`src/rtl/regfile_dump.sv`:
```
// regfile_dump: debug read-out engine for the register file.
// On a start pulse it walks the register file read port from FIRST to NREGS-1,
// snapshots each word and streams it out over valid/ready with its index.
//
// Build option: REGDUMP_SKIP_R0_EN - when defined register 0 is skipped (FIRST=1).
//
// Ports:
//   clk, reset      rising-edge clock, synchronous active-high reset
//   start           dump request, only honoured in IDLE
//   busy, done      busy in LOAD/SEND; done pulses one cycle after the last word
//   rf_addr/rf_data register file read port (combinational data)
//   out_valid/out_ready/out_data/out_index/out_last  word stream
module regfile_dump #(
    parameter int unsigned NREGS = 32,
    parameter int unsigned AW    = 5,
    parameter int unsigned DW    = 32
) (
    input  logic          clk,
    input  logic          reset,
    input  logic          start,
    output logic          busy,
    output logic          done,
    output logic [AW-1:0] rf_addr,
    input  logic [DW-1:0] rf_data,
    output logic          out_valid,
    input  logic          out_ready,
    output logic [DW-1:0] out_data,
    output logic [AW-1:0] out_index,
    output logic          out_last
);

`ifdef REGDUMP_SKIP_R0_EN
    localparam logic [AW-1:0] FIRST = AW'(1);
`else
    localparam logic [AW-1:0] FIRST = AW'(0);
`endif
    localparam logic [AW-1:0] LAST = AW'(NREGS - 1);

    typedef enum logic [1:0] {IDLE, LOAD, SEND, DONE} state_t;

    state_t        state;
    logic [AW-1:0] idx;

    // Single-process FSM; every output is a register.
    always_ff @(posedge clk) begin
        if (reset) begin
            state     <= IDLE;
            idx       <= '0;
            rf_addr   <= '0;
            out_valid <= 1'b0;
            out_data  <= '0;
            out_index <= '0;
            out_last  <= 1'b0;
            busy      <= 1'b0;
            done      <= 1'b0;
        end else begin
            done <= 1'b0;
            case (state)
                IDLE: begin
                    if (start) begin
                        idx     <= FIRST;
                        rf_addr <= FIRST;
                        busy    <= 1'b1;
                        state   <= LOAD;
                    end
                end
                LOAD: begin
                    // Per-word snapshot of the register addressed this cycle.
                    out_data  <= rf_data;
                    out_index <= idx;
                    out_last  <= (idx == LAST);
                    out_valid <= 1'b1;
                    state     <= SEND;
                end
                SEND: begin
                    // Everything holds while the consumer stalls.
                    if (out_ready) begin
                        out_valid <= 1'b0;
                        if (out_last) begin
                            busy    <= 1'b0;
                            done    <= 1'b1;
                            rf_addr <= '0;
                            state   <= DONE;
                        end else begin
                            idx     <= idx + AW'(1);
                            rf_addr <= idx + AW'(1);
                            state   <= LOAD;
                        end
                    end
                end
                DONE: begin
                    state <= IDLE;
                end
                default: begin
                    state <= IDLE;
                end
            endcase
        end
    end

endmodule

```
`config.mk`:
```
export PLATFORM = sky130hd
export DESIGN_NAME = regfile_dump
export DESIGN_NICKNAME = d
export VERILOG_FILES = /design/src/rtl/regfile_dump.sv
export SDC_FILE = /design/constraint.sdc
export NUM_CORES = 1
export LEC_CHECK = 0
export CORE_UTILIZATION = 45
export CTS_BUF_LIST = sky130_fd_sc_hd__clkbuf_16
export CTS_CLUSTER_DIAMETER = 30
export DETAILED_ROUTE_END_ITERATION = 12
export PLACE_DENSITY = 0.94
export SYNTH_ARGS = -nofsm -noshare
export SYNTH_HDL_FRONTEND = slang
export SYNTH_SLANG_ARGS = --single-unit
```
`constraint.sdc`:
```
create_clock -name clk -period 1.8 [get_ports clk]
set_input_delay 0.18 -clock clk [delete_from_list [all_inputs] [get_ports clk]]
set_output_delay 0.18 -clock clk [all_outputs]
set_load 0.005 [all_outputs]
```
# After elaboration in Yosys (flattened, before gate mapping)
# Cells that the tools add are included.
[totals] regBits=53 in_bits=36 output_inout_bits=46 wordCells=47
[op_classes] n_addsub=1 n_eq_ne=8 n_mux=18 bitwise=2 reduce_logical=9
[op_table] op="two-way mux 5 bit" n=5
[op_table] op="case mux 5 bit (2 select lines)" n=2
[op_table] op="inequality test 2 bit, second input constant" n=4
[op_table] op="case mux 2 bit (4 select lines)" n=1
[op_table] op="AND reduction 4 bit" n=2
[op_table] op="two-way mux 2 bit" n=3
[op_table] op="adder 5 x 1 -> 5 bit, second input constant" n=1
[op_table] op="== test 5 bit, second input constant" n=1
[op_table] op="two-way mux 1 bit" n=5
[op_table] op="== test 2 bit, second input constant" n=2
[op_table] op="case mux 1 bit (2 select lines)" n=2
[op_table] op="AND reduction 2 bit" n=2
[op_table] op="nonzero test 2 bit" n=2
[op_table] op="AND reduction 3 bit" n=1
[op_table] op="OR reduction 3 bit" n=1
[op_table] op="== test 2 x 1 -> 1 bit, second input constant" n=1
[op_table] op="logical NOT 2 bit" n=1
[op_table] op="inverter 1 bit" n=2

# Depth between registers and ports, before layout
[logic_depth] depth_word=4 mapped_depth=6 ltp_nobuf=5

# Least setup slack after synthesis
# OpenSTA, ideal clock, no wires.
[synth_timing] path_kind="reg-to-reg" from="reg idx[0]" to="reg idx[4]" setup_ns=0.132 t_arrival_ns=1.075 slack_ns=0.593 stages_incl_launch_ff=6 n_path_buf=0 cell_sequence="dfxtp_1 -> ha_1 -> and3_1 -> ha_1 -> nand2_1 -> a21oi_1"
[synth_between] elab_chain_cells=4
[synth_rtl] item="start: declaration" line="42" rtl="logic [AW-1:0] idx;"
[synth_rtl] item="start signal: assignment" line="85" rtl="idx <= idx + AW'(1);"
[synth_rtl] item="adder 5 x 1 -> 5 bit" line="85"
[synth_rtl] item="two-way mux 5 bit" line="79" rtl="if (out_last) begin"
[synth_rtl] item="two-way mux 5 bit" line="77" rtl="if (out_ready) begin"
[synth_rtl] item="case mux 5 bit (2 select lines)" line="58" rtl="case (state)"
# No other way between the ends. The select of a mux whose other input is x is not followed.
# A chain may end at the register's enable or synchronous reset.

# Worst setup path after layout
[layout_timing] from="reg out_last" to="out out_last"
[layout_rtl] item="start: declaration" line="29" rtl="output logic out_last"
[layout_rtl] item="start signal: assignment" line="71" rtl="out_last <= (idx == LAST);"
# No word-level cell between the ends.

==> metrics.cfg <==
[sta]
period_needed_ns = 1.470
setup_tns_ns = 0
skew_ns = 0.002397
setup_viol_count_final = 0
rsz0062_at_grt = no
slew-limit-headroom = 0.6528
tightestPinTransition_ns = 0.5208
layout_setup_ws_ns = 0.3301
max_freq_ghz = 0.6803
drv_slew = 0
hold_viol_final = 0
period_share = 0.8166

[cts]
cts-resized-gates = 0
cts_hold_buffers = 0
htree_levels = 2
post_cts_buffers = 0
cts_tree = done
clk_latency_ns = 0.28
cts_sinks = 53
clk_pin_slew_ns = 0.07
clk_path_buf_depth = 2
clk_root_buffer_cell = clkbuf_16
cts_buffers = 5

[setup_path]
cp_top_family = buffers and inverters
cp.required_ns = 1.62
reg2reg_depth = 3
worst_r2r_endpoint = rf_addr[3]$_SDFFE_PP0P_
cp.arrival_ns = 1.29
crit_slowest_cell = clkdlybuf4s50_1
path_cells = clkdlybuf4s50_1
critPathLaunchType = register
r2r_start = state[1]$_SDFFE_PP0P_
crit_buf_inv = 1
endpoint_kind = primary output
cpPeakStageDelay_ns = 0.57
reg2reg_setup_slack_ns = 0.36
critical_path_class = register to primary output
crit_fanout = 7

[die]
die_width_um = 67.99
boundaryPins = 82
row_count = 23
die_h_um = 67.99
die_area_um2 = 4622
start_util = 0.4795
core_um2 = 4086

[global_route]
antenna_found_initial = 0
grt_pass1_wl_mm = 7.376
grt_use_total = 0.2134
grt_pass1_vias = 1715
grt_max_degree = 54
gr-total-overflow = 0

[synth]
synth_area_um2 = 1959
synth_edf_count = 0
syn_inst = 236
syn_avg_cell_area_um2 = 8.302
ys_types = 27
synth_warnings = 0
syn-num-nets = 274
synth_seq_area_share = 0.5415
yosys_register_bits = 53
synthFlopType = dfxtp_1
synthArstFlopShare = 0

[power]
max-vdd-ir-drop_mv = 0.5265
finalPower_uw = 2767
power_density_nw_per_um2 = 925.7
leakage_uw = 0.001057

[hold_path]
hp-start = rf_data[19]
hold_class = primary input to register
holdPathEnd = out_data[19]$_SDFFE_PP0P_
hold_depth = 3

[detailed_routing]
drcViolationCount = 0
drt_iter0_drc = 112
detail_route.wl_per_cell_um = 13.41
drt_wl_total_mm = 4.907
ant_nets = 0
vias = 1898
via_per_inst = 5.186
drt_pass1_iterations = 4

[place]
post-place-ws_ns = 0.2621
dp_hpwl_mm = 3.387
place_congestion = 0.8489
io_buffers = 81

[final_layout]
nNetsFinal = 353
area_growth_syn_to_layout_pct = 52.55
fill_cells = 321
antennaDiodeCount = 0
drive_gt1_frac = 0.06013

[flow_run]
max-cap-violations = 0

[run_status]
status = completed

## flip-flops by register name (all words and copies together) (netlist names)
signal / flops
out_valid: 1
out_index: 5
idx: 5
done: 1
rf_addr: 5
out_last: 1
out_data: 32
state: 2
busy: 1
## how the worst max path moves through the flow
stage / from / to / depth (start not counted)
final: out_last$_SDFFE_PP0P_ / out_last / 1
after global routing: state[1]$_SDFFE_PP0P_ / rf_addr[1]$_SDFFE_PP0P_ / 3
after CTS: out_last$_SDFFE_PP0P_ / out_last / 1
after detailed placement: out_ready / rf_addr[3]$_SDFFE_PP0P_ / 4
after global placement: out_ready / idx[3]$_SDFFE_PP0P_ / 4
after floorplan: idx[0]$_SDFFE_PP0P_ / idx[4]$_SDFFE_PP0P_ / 5
## cell families after synthesis
| kind of cell | after synthesis | share of synthesized area |
|---|---|---|
| AND/OR/NAND/NOR | 102 | 0.2350 |
| AO/OA/AOI/OAI | 60 | 0.1590 |
| flip-flops | 53 | 0.5415 |
| buffers and inverters | 18 | 0.04662 |
| adder cells (fa/ha/maj) | 2 | 0.01277 |
| multiplexers | 1 | 0.005109 |
## cell usage after synthesis, drive strengths merged, types with 2 or more instances
cell	count	area share
a211oi	2	0.0077
a21oi	47	0.12
a31oi	3	0.0096
buf	8	0.027
clkbuf	8	0.015
dfxtp	53	0.54
ha	2	0.013
inv	2	0.0038
nand2	80	0.15
nand2b	2	0.0064
nand3	7	0.018
nor2b	3	0.0096
o21ai	7	0.018
## stage by stage
step / hold WS (ns) / cells / util / area, um^2
after CTS: 0.4411 / 366 / 0.7315 / 2989
final: 0.4395 / 366 / 0.7315 / 2989
after floorplan: 0.3160 / 236 / - / 1959
after detailed placement: 0.4454 / 358 / 0.6849 / 2799
after global placement: 0.4411 / 358 / 0.6849 / 2799
after global routing: 0.4394 / 366 / 0.7315 / 2989
## where the power goes
group          switching (uW)  leakage (uW)  total (uW)  internal (uW)
Sequential               35.0      0.000431        1250           1220
Clock                     401     0.0000938        1190            793
Combinational             131      0.000532         317            186
Total                     568       0.00106        2770           2200
## metal layers
metal,share of wire,GRT usage,up-vias
met5,0,0,-
met4,0.010,0.06771,0
met3,0.061,0.07333,6
met2,0.53,0.3860,58
met1,0.40,0.2301,890
li1,-,-,944
## placed cells by master (no fill, tap or decap), types with 2 or more instances in the layout
master           count
clkbuf_16            5
dfxtp_1             53
inv_1                2
buf_4                7
a21oi_1             47
nand3_1              7
nor2b_1              2
ha_1                 2
bufinv_16            2
a211oi_1             2
nand2b_1             2
a31oi_1              3
o21ai_0              7
nand2_1             80
clkdlybuf4s50_1     80
## final cells by class
cell class                      instances  area, um^2  area share
Sequential cell                        53        1061      0.3550
Timing Repair Buffer                   88       858.3      0.2871
Multi-Input combinational cell        165       809.5      0.2708
Clock buffer                            5       125.1     0.04186
Clock inverter                          3       65.06     0.02177
Tap cell                               50       62.56     0.02093
Inverter                                2       7.507    0.002512
No activity file was read; power rests on OpenSTA's default activity.
